## src/rtl/mips_cpu_muldiv.sv

```systemverilog
// mips_cpu_muldiv: multi-cycle multiply/divide unit holding the architectural
// HI/LO registers. It serves MULT/MULTU/DIV/DIVU and MTHI/MTLO.
//
// Ports:
//   clk          rising-edge clock
//   reset        synchronous, active-high reset
//   start        launch the operation selected by op (sampled only when idle)
//   op           00 MULT, 01 MULTU, 10 DIV, 11 DIVU
//   a, b         rs / rt operands (multiplicand/dividend, multiplier/divisor)
//   mthi, mtlo   write wdata to hi / lo (ignored while busy)
//   wdata        data for mthi / mtlo
//   busy         operation in progress
//   done         one-cycle pulse, hi/lo hold the result
//   div_by_zero  one-cycle pulse with done when a divide had divisor 0
//   hi, lo       HI / LO registers
//
// Timing: start at edge E0, WIDTH RUN cycles (one bit each), one FIX cycle
// that applies the sign correction; hi/lo and done update at E(WIDTH+1).
module mips_cpu_muldiv #(
    parameter int WIDTH = 32
) (
    input  logic             clk,
    input  logic             reset,
    input  logic             start,
    input  logic [1:0]       op,
    input  logic [WIDTH-1:0] a,
    input  logic [WIDTH-1:0] b,
    input  logic             mthi,
    input  logic             mtlo,
    input  logic [WIDTH-1:0] wdata,
    output logic             busy,
    output logic             done,
    output logic             div_by_zero,
    output logic [WIDTH-1:0] hi,
    output logic [WIDTH-1:0] lo
);

    localparam int CW = $clog2(WIDTH + 1);
    localparam logic [WIDTH-1:0]   ONE_W  = {{(WIDTH-1){1'b0}}, 1'b1};
    localparam logic [2*WIDTH-1:0] ONE_2W = {{(2*WIDTH-1){1'b0}}, 1'b1};

    typedef enum logic [1:0] {
        IDLE = 2'd0,
        RUN  = 2'd1,
        FIX  = 2'd2
    } state_t;

    // Two's-complement negate when neg is set; used for magnitudes and
    // for the final sign correction of quotient and remainder.
    function automatic logic [WIDTH-1:0] cond_neg(input logic [WIDTH-1:0] v,
                                                  input logic neg);
        return neg ? (~v + ONE_W) : v;
    endfunction

    state_t           state_r;
    logic             is_div_r;
    logic             neg_res_r;   // product/quotient must be negated
    logic             neg_dvd_r;   // dividend was negative (remainder sign)
    logic             b_zero_r;    // divide with zero divisor
    logic [WIDTH-1:0] opd_r;       // multiplicand or divisor magnitude
    logic [WIDTH-1:0] acc_hi_r;    // partial product high / partial remainder
    logic [WIDTH-1:0] acc_lo_r;    // multiplier shifting out / quotient shifting in
    logic [CW-1:0]    cnt_r;

    logic             signed_s;
    logic             a_neg_s;
    logic             b_neg_s;
    logic [WIDTH-1:0] a_mag_s;
    logic [WIDTH-1:0] b_mag_s;
    logic [WIDTH:0]   mul_sum_s;
    logic [WIDTH:0]   div_shift_s;
    logic [WIDTH:0]   div_diff_s;
    logic [WIDTH-1:0] step_hi_s;
    logic [WIDTH-1:0] step_lo_s;
    logic [2*WIDTH-1:0] prod_s;
    logic [2*WIDTH-1:0] prod_fix_s;
    logic [WIDTH-1:0] quo_fix_s;
    logic [WIDTH-1:0] rem_fix_s;

    // Operand sign decode and magnitudes (op[0]=1 selects unsigned).
    always_comb begin
        signed_s = ~op[0];
        a_neg_s  = signed_s & a[WIDTH-1];
        b_neg_s  = signed_s & b[WIDTH-1];
        a_mag_s  = cond_neg(a, a_neg_s);
        b_mag_s  = cond_neg(b, b_neg_s);
    end

    // One iteration of shift-add multiply or restoring shift-subtract divide.
    always_comb begin
        mul_sum_s   = {1'b0, acc_hi_r} +
                      (acc_lo_r[0] ? {1'b0, opd_r} : {(WIDTH+1){1'b0}});
        div_shift_s = {acc_hi_r, acc_lo_r[WIDTH-1]};
        // Remainder < divisor, so bit WIDTH of the difference is a clean borrow.
        div_diff_s  = div_shift_s - {1'b0, opd_r};
        if (is_div_r) begin
            if (!div_diff_s[WIDTH]) begin
                step_hi_s = div_diff_s[WIDTH-1:0];
                step_lo_s = {acc_lo_r[WIDTH-2:0], 1'b1};
            end else begin
                step_hi_s = div_shift_s[WIDTH-1:0];
                step_lo_s = {acc_lo_r[WIDTH-2:0], 1'b0};
            end
        end else begin
            step_hi_s = mul_sum_s[WIDTH:1];
            step_lo_s = {mul_sum_s[0], acc_lo_r[WIDTH-1:1]};
        end
    end

    // Sign correction applied in the FIX cycle.
    always_comb begin
        prod_s     = {acc_hi_r, acc_lo_r};
        prod_fix_s = neg_res_r ? (~prod_s + ONE_2W) : prod_s;
        quo_fix_s  = cond_neg(acc_lo_r, neg_res_r);
        rem_fix_s  = cond_neg(acc_hi_r, neg_dvd_r);
    end

    // Control FSM, datapath registers and registered outputs.
    always_ff @(posedge clk) begin
        if (reset) begin
            state_r     <= IDLE;
            is_div_r    <= 1'b0;
            neg_res_r   <= 1'b0;
            neg_dvd_r   <= 1'b0;
            b_zero_r    <= 1'b0;
            opd_r       <= {WIDTH{1'b0}};
            acc_hi_r    <= {WIDTH{1'b0}};
            acc_lo_r    <= {WIDTH{1'b0}};
            cnt_r       <= {CW{1'b0}};
            busy        <= 1'b0;
            done        <= 1'b0;
            div_by_zero <= 1'b0;
            hi          <= {WIDTH{1'b0}};
            lo          <= {WIDTH{1'b0}};
        end else begin
            done        <= 1'b0;
            div_by_zero <= 1'b0;
            case (state_r)
                IDLE: begin
                    if (mthi) begin
                        hi <= wdata;
                    end else begin
                        hi <= hi;
                    end
                    if (mtlo) begin
                        lo <= wdata;
                    end else begin
                        lo <= lo;
                    end
                    if (start) begin
                        state_r   <= RUN;
                        busy      <= 1'b1;
                        is_div_r  <= op[1];
                        neg_res_r <= a_neg_s ^ b_neg_s;
                        neg_dvd_r <= a_neg_s;
                        b_zero_r  <= op[1] & (b == {WIDTH{1'b0}});
                        acc_hi_r  <= {WIDTH{1'b0}};
                        cnt_r     <= CW'(WIDTH);
                        // Divide shifts the dividend out of acc_lo; multiply
                        // shifts the multiplier out of it.
                        if (op[1]) begin
                            acc_lo_r <= a_mag_s;
                            opd_r    <= b_mag_s;
                        end else begin
                            acc_lo_r <= b_mag_s;
                            opd_r    <= a_mag_s;
                        end
                    end else begin
                        state_r <= IDLE;
                        busy    <= 1'b0;
                    end
                end
                RUN: begin
                    acc_hi_r <= step_hi_s;
                    acc_lo_r <= step_lo_s;
                    cnt_r    <= cnt_r - CW'(1);
                    if (cnt_r == CW'(1)) begin
                        state_r <= FIX;
                    end else begin
                        state_r <= RUN;
                    end
                end
                FIX: begin
                    state_r <= IDLE;
                    busy    <= 1'b0;
                    done    <= 1'b1;
                    if (!is_div_r) begin
                        hi <= prod_fix_s[2*WIDTH-1:WIDTH];
                        lo <= prod_fix_s[WIDTH-1:0];
                    end else if (b_zero_r) begin
                        div_by_zero <= 1'b1;
                    end else begin
                        hi <= rem_fix_s;
                        lo <= quo_fix_s;
                    end
                end
                default: begin
                    state_r <= IDLE;
                    busy    <= 1'b0;
                end
            endcase
        end
    end

endmodule

```

## config.mk

```make
export PLATFORM = sky130hd
export DESIGN_NAME = mips_cpu_muldiv
export DESIGN_NICKNAME = d
export VERILOG_FILES = /design/src/rtl/mips_cpu_muldiv.sv
export SDC_FILE = /design/constraint.sdc
export NUM_CORES = 1
export LEC_CHECK = 0
export ABC_CLOCK_PERIOD_IN_PS = 10400
export CORE_AREA = 2 2 191 137
export DETAILED_ROUTE_END_ITERATION = 6
export DIE_AREA = 0 0 193 139
export PLACE_DENSITY = 0.9
export SLEW_MARGIN = 20
export SYNTH_ARGS = -nofsm -noshare
export SYNTH_HDL_FRONTEND = slang
export SYNTH_SLANG_ARGS = --single-unit
```

## constraint.sdc

```tcl
create_clock -name clk -period 10.4 [get_ports clk]
set_clock_uncertainty 0.05 [all_clocks]
set_input_delay 3.12 -clock clk [delete_from_list [all_inputs] [get_ports clk]]
set_output_delay 3.12 -clock clk [all_outputs]
set_load 0.005 [all_outputs]
```

==> impl_results.md, run 1 <==
* Commonest non-fill, non-tap cell in the layout: nor2_1
* Clock Power Share at 30.6%
* Failing checks: DRC
* Fmax achieved at 169 MHz
* Initial antenna violation count at 2
* Starting Density at about three fifths
* DP Worst Slack at 4150 ps
* Synth warn at 0
* Post-synth EDFFs at 0
* Max stage delay cell, worst path: nor4_1
* Gates resized, CTS repair at 0
* WL met3 at approximately 7400 um
* Post-detail-place hpwl at between 40,000 and 50,000 um
* Worst EP arrival at 6240 ps
* Status: complete, but fails checks
* Cells along the critical path: clkdlybuf4s50_1 > nor4_1 > nand3_1 > nor4_1 > and2_1 > a21oi_1 > xor2_1 > nor2_1 > o32ai_1
* CP required at approximately 11,000 ps
* Setup WS post-layout at about 4500 ps
* Hold crit path type: flip-flop to flip-flop
* Largest stage delay, worst path at between 700 and 800 ps
* Post-Syn Nets at approximately 2,200
* Port Buf Inserts at roughly 170
* Post-DR wirelength/cell at ~22 um
* Comb power frac at approximately a third
* Fin. Hold Viols at 0
* DR vias/cell at around 6.6
* Crit-path leading delay family: simple AND/OR/NAND/NOR gates
* Internal power at roughly 1300 uW
* Rows at roughly 50
* Area delta synth->final at 15.7%
* GRT Util Overall at between 30% and 40%
* TritonCTS clock tree: yes
* Netlist cell types at about 80
* First-pass GRT wire length at between 80,000 and 90,000 um
* Placeable Area at between 20,000 and 30,000 um2
* Ports at 170
* Final setup fails at 0
* Post-synth ARST share at 0%
* Worst-Skew Late Latency at between 400 and 500 ps
* Crit Path Max Fanout at 6
* Hold-fix buffers, CTS at 0
* Fill count at 2,154
* Worst path buffer plus inverter count at 1
* Die width at about 190 um
* Rel. slew slack at 26.9%
* Commonest cells after routing, fill and taps aside: nor2_1 (254), nand2_1 (202), a21oi_1 (196), dfxtp_1 (174), clkdlybuf4s50_1 (167)
* Top layer in use: met4
* Switching Power at around 800 uW
* #FFs+latches synth at around 180
* Largest net degree at the start of global routing at slightly below 80
* Grt total ovfl at 0
* Crit path kind: primary input to flip-flop
* Crit path capture type: flip-flop
* Syn Inst Count at just over 2,000
* Most common cell on crit path: nor4_1
* Worst-Margin Slew at 1090 ps
* Drt drc at 1
* Worst vdd ir at between 0.0001 and 0.00015 V
* Gpl congestion at between 1 and 1.5
* Tmin final at between 5000 and 6000 ps
* Post-DRT Antenna Nets at 0
* Die area at ~27,000 um2
* DRT Wirelength at between 50,000 and 60,000 um
* Total power per unit cell area at ~130 nW/um2
* Fin crit share at a little under three fifths
* Worst-path clk slew at about 70 ps
* Inserted Diodes at 0
* Fraction of layout cells with a size suffix above 1 at 4.29%
* Die extent in y at between 100 and 150 um
* Clock root cell: clkbuf_16
* Sequential share of power at 36.7%
* Post-route setup TNS at 0 ps
* Post-CTS setup buffers at 0
* Bufs on Longest Clock Path at 2
* Final net count at roughly 2,300
* Switching share of total power at a little under two fifths
* Vias in the first global route at 14,400
* Post-Route M1 WL at ~22,000 um
* # clock sinks at 175
* Max_cap viols at 0
* DR WL met2 at 21,100 um
* Iter 0 DRT Violations at around 2,500
* CTS buffer count at 17
* Startpoint Class: primary input
* Syn Std Cell Area at about 15,000 um2
* Max Slew Vio Count at 0
* Primary FF master, synth: dfxtp_1
* First-pass iteration count of the detailed router at 7
* Leakage at 0.00660 uW
* RSZ-0062 raised after global routing: no
* Worst hold slack at around 400 ps
* H-tree depth at 4
* Average cell area after synthesis at 7.28 um2
* Sequential area share after synthesis at between 20% and 30%
* Routed via count at 16,100
==> power groups by stage <==
stage          combinational [uW]  sequential (uW)  clock [uW]
2_1_floorplan                 464              764           0
3_3_place_gp                  656              792           0
3_5_place_dp                  671              794           0
4_1_cts                       677              778         650
5_1_grt                       751              787         680
6_report                      697              782         654
==> cells by family (layout without fill, tap and decap cells) <==
logic type / Yosys count / in the layout / share of synthesized area (%)
AO/OA/AOI/OAI: 655 / 655 / 28.7
XOR/XNOR: 166 / 166 / 9.92
AND/OR/NAND/NOR: 672 / 672 / 20.8
buffers and inverters: 210 / 287 / 5.55
adder cells (fa/ha/maj): 72 / 72 / 6.22
multiplexers: 73 / 73 / 5.01
flip-flops: 175 / 175 / 23.8
==> cells in the mapped netlist, types with 22 or more instances <==
master    count  area, um2
a21o_1       30        225
a21oi_1     196        981
xnor2_1      82        718
nand3_1      38        190
inv_1        66        248
nor3_1       33        165
mux2i_1      67        671
o41ai_1      23        201
nand2_1     203        762
a211oi_1     37        278
nand2b_1     22        138
xor2_1       83        727
dfxtp_1     175       3500
o211ai_1     46        345
o21ai_0     128        641
ha_1         70        876
nor4_1       23        144
nor2_1      255        957
clkbuf_1    117        439
a31oi_1      46        288
==> per-layer routing <==
| metal | vias up | global-route usage [%] |
|---|---|---|
| met5 | - | 0 |
| met4 | 0 | 14.0 |
| met3 | 133 | 12.0 |
| li1 | 7472 | - |
| met1 | 7465 | 54.5 |
| met2 | 1027 | 53.6 |
==> state kept, by name, indices dropped and copies added, names as in the netlist <==
name         flops
acc_hi_r        32
acc_lo_r        32
hi              32
lo              32
opd_r           32
cnt_r            6
state_r          2
b_zero_r         1
busy             1
div_by_zero      1
done             1
is_div_r         1
neg_dvd_r        1
neg_res_r        1
==> through the flow <==
stage	power (uW)	instance area, um2	utilization, %	instances
detailed placement	1460	16500	65.5	2399
finish	2130	17000	67.8	2431
global placement	1450	16500	65.5	2399
global route	2220	17000	67.8	2431
CTS	2110	17000	67.8	2431
floorplan	1230	14700	-	2023
==> layout make-up <==
class | count | area [um2] | share of cell area (%)
inverter | 67 | 251 | 1.48
clock buffer | 18 | 439 | 2.58
tap | 331 | 414 | 2.43
sequential | 175 | 3500 | 20.6
multi-input combinational | 1638 | 10500 | 61.3
timing repair buffer | 188 | 1830 | 10.7
clock inverter | 14 | 151 | 0.888
==> final timing paths <==
kind | start | endpoint | slack [ps] | cells past startpoint
setup / recovery | b[4] | acc_lo_r[25] | 4470 | 9
hold reg to reg | opd_r[4] | opd_r[4] | 400 | 2
hold / removal | opd_r[4] | opd_r[4] | 400 | 2
setup reg to reg | acc_hi_r[0] | acc_hi_r[24] | 5460 | 12
==> worst reg2reg max path, stage by stage (launching register included) <==
cell      delay [ps]
dfxtp_1          630
inv_1            270
fa_1             480
nand2b_1         210
a21oi_1          260
o21a_1           320
a21oi_1          190
o31ai_2          620
a31oi_2          330
xnor2_4          190
buf_4            530
mux2_2           450
a221o_1          310
Note: power is estimated with default switching activity, not from simulation.
==> run 2: changes to the inputs <==
==> config.mk (replaced) <==
export PLATFORM = sky130hd
export DESIGN_NAME = mips_cpu_muldiv
export DESIGN_NICKNAME = d
export VERILOG_FILES = /design/src/rtl/mips_cpu_muldiv.sv
export SDC_FILE = /design/constraint.sdc
export NUM_CORES = 1
export LEC_CHECK = 0
export ABC_CLOCK_PERIOD_IN_PS = 4800
export CORE_AREA = 2 2 205 146
export DETAILED_ROUTE_END_ITERATION = 6
export DIE_AREA = 0 0 207 148
export PLACE_DENSITY = 0.84
export SLEW_MARGIN = 20
export SYNTH_ARGS = -nofsm -noshare
export SYNTH_HDL_FRONTEND = slang
export SYNTH_SLANG_ARGS = --single-unit
==> constraint.sdc (replaced) <==
create_clock -name clk -period 4.8 [get_ports clk]
set_clock_uncertainty 0.05 [all_clocks]
set_input_delay 1.44 -clock clk [delete_from_list [all_inputs] [get_ports clk]]
set_output_delay 1.44 -clock clk [all_outputs]
set_load 0.005 [all_outputs]
==> impl_results.md, run 2 (same netlist as run 1, synthesis figures left out) <==
* First-pass iteration count of the detailed router at 6 (-1)
* Startpoint Class: primary input
* TritonCTS clock tree: yes
* CTS buffer count at 17 (unchanged)
* Grt total ovfl at 0 (unchanged)
* Hold depth at 2 (unchanged)
* Routed via count at 16,200 (+0.75%)
* Final setup fails at 0 (unchanged)
* CP required at 5110 ps (-5600 ps)
* RR Startpoint: acc_hi_r[4]
* FF-to-FF path depth at 12 (unchanged)
* Die extent in y at 148 um (+6.5%)
* DRT Wirelength at 54,500 um (+3.0%)
* Fmax achieved at around 240 MHz
* Post-DR wirelength/cell at 21.7 um (about the same)
* Fraction of layout cells with a size suffix above 1 at 5.41% (+1.1 points)
* Worst-path clk slew at 80 ps (about the same)
* Finished Cell Area at 17,300 um2 (+1.4%)
* Placed inst area at 16,700 um2 (+1.6%)
* Initial antenna violation count at 0 (-2)
* Ports at 170 (unchanged)
* Leakage at 0.00673 uW (+2.0%)
* Gates resized, CTS repair at 0 (unchanged)
* Crit path kind: primary input to flip-flop
* Worst min-delay path startpoint: opd_r[6]
* Crit path capture type: flip-flop
* Hold Path End: opd_r[6]
* Final net count at 2,289 (+1.2%)
* Reg2Reg Setup Slack at 870 ps (-4590 ps)
* Reg2reg end: acc_hi_r[29]
* Vias in the first global route at 14,500 (+0.63%)
* Inserted Diodes at 0 (unchanged)
* Max_cap viols at 0 (unchanged)
* Drt drc at 0 (-1)
* Total power per unit cell area at 268 nW/um2 (+110%)
* Max Slew Vio Count at 0 (unchanged)
* Bufs on Longest Clock Path at 2 (unchanged)
* Post-detail-place hpwl at 42,500 um (+5.2%)
* Rel. slew slack at 39.7% (+13 points)
* Post-route setup TNS at 0 ps (unchanged)
* GRT Util Overall at 34.3% (-3.9 points)
* Post-DRT Antenna Nets at 0 (unchanged)
* Placeable Area at 28,600 um2 (+14%)
* Worst-Margin Slew at 901 ps (-194 ps)
* Fin. Hold Viols at 0 (unchanged)
* Die width at 207 um (+7.3%)
* Tmin final at 4130 ps
* Worst EP arrival at 4440 ps (-1800 ps)
* Hold-fix buffers, CTS at 0 (unchanged)
* DR vias/cell at 6.47 (-2.2%)
* Largest net degree at the start of global routing at 70 (-11%)
* Status: complete, no violations
* Post-CTS setup buffers at 0 (unchanged)
* Fin crit share at about 86%
* Rows at 52 (+6.1%)
* Worst vdd ir at 0.000250 V (+96%)
* Port Buf Inserts at 169 (unchanged)
* Crit Path Max Fanout at 5 (-1)
* Worst-Skew Late Latency at 460 ps (about the same)
* Area delta synth->final at 17.4%
* H-tree depth at 4 (unchanged)
* Gpl congestion at 0.989 (-1.9%)
* First-pass GRT wire length at 82,500 um (+2.6%)
* Commonest non-fill, non-tap cell in the layout: nor2_1
* Die area at 30,600 um2 (+14%)
* Hold crit path type: flip-flop to flip-flop
* Clock root cell: clkbuf_16
* # clock sinks at 175 (unchanged)
* RSZ-0062 raised after global routing: no
* Worst hold slack at 406 ps (+1.72 ps)
* Starting Density at 51.5% (-7.1 points)
* Iter 0 DRT Violations at 1,891 (-23%)
* Commonest cells after routing, fill and taps aside: nor2_1 (255), nand2_1 (202), a21oi_1 (196), dfxtp_1 (174), clkdlybuf4s50_1 (167)
==> run 2: cell types whose count changed in the layout (fill, tap and decap cells not counted), sizes merged <==
cell and delta:
clkinv +1, buf +27, clkinvlp -2, clkbuf +1
==> run 2: layout make-up <==
class / instances / area [um2]
fill: 2623 / 11300
clock buffer: 19 / 433
tap: 378 / 473
inverter: 67 / 251
sequential: 175 / 3500
clock inverter: 13 / 143
multi-input combinational: 1638 / 10500
timing repair buffer: 215 / 2030
==> run 2: metrics by stage <==
| step | util, % | total power [uW] | cells | worst slack, ps |
|---|---|---|---|---|
| after detailed placement | 58.4 | 3200 | 2473 | 284 |
| after global routing | 60.4 | 4820 | 2505 | 479 |
| after CTS | 60.4 | 4580 | 2505 | 758 |
| after floorplan | - | 2660 | 2023 | 1110 |
| after global placement | 58.4 | 3160 | 2473 | 299 |
| final | 60.4 | 4640 | 2505 | 675 |
==> run 2: worst max path at each step <==
stage,from,endpoint,cells past startpoint
final,b[13],acc_lo_r[25],9
after global routing,b[11],acc_lo_r[26],9
after CTS,b[13],acc_lo_r[25],9
after detailed placement,b[13],acc_lo_r[25],9
after global placement,b[13],opd_r[23],9
after floorplan,a[4],acc_lo_r[31],8
==> run 2: worst max-delay path, cell delays in order <==
cell and delay, ps:
clkdlybuf4s50_1 460, or4_1 580, or4_1 550, nor4_1 440, and2_1 330, a21oi_1 120
xor2_1 230, nor2_1 60, o32ai_1 230
==> run 2: layer usage <==
layer  vias up  routed length [um]  track usage, %
met5         -                   0               0
met4         0                1610            10.8
met3        98                6900            7.82
met2      1018               21800            49.7
met1      7581               24100            50.0
li1       7520                   -               -
==> run 2: power breakdown <==
group          switching, uW  total [uW]  leakage [uW]  internal, uW
sequential               125        1680       0.00143          1560
clock                    720        1420      0.000282           696
combinational            908        1540       0.00501           630
total                   1750        4640       0.00673          2880
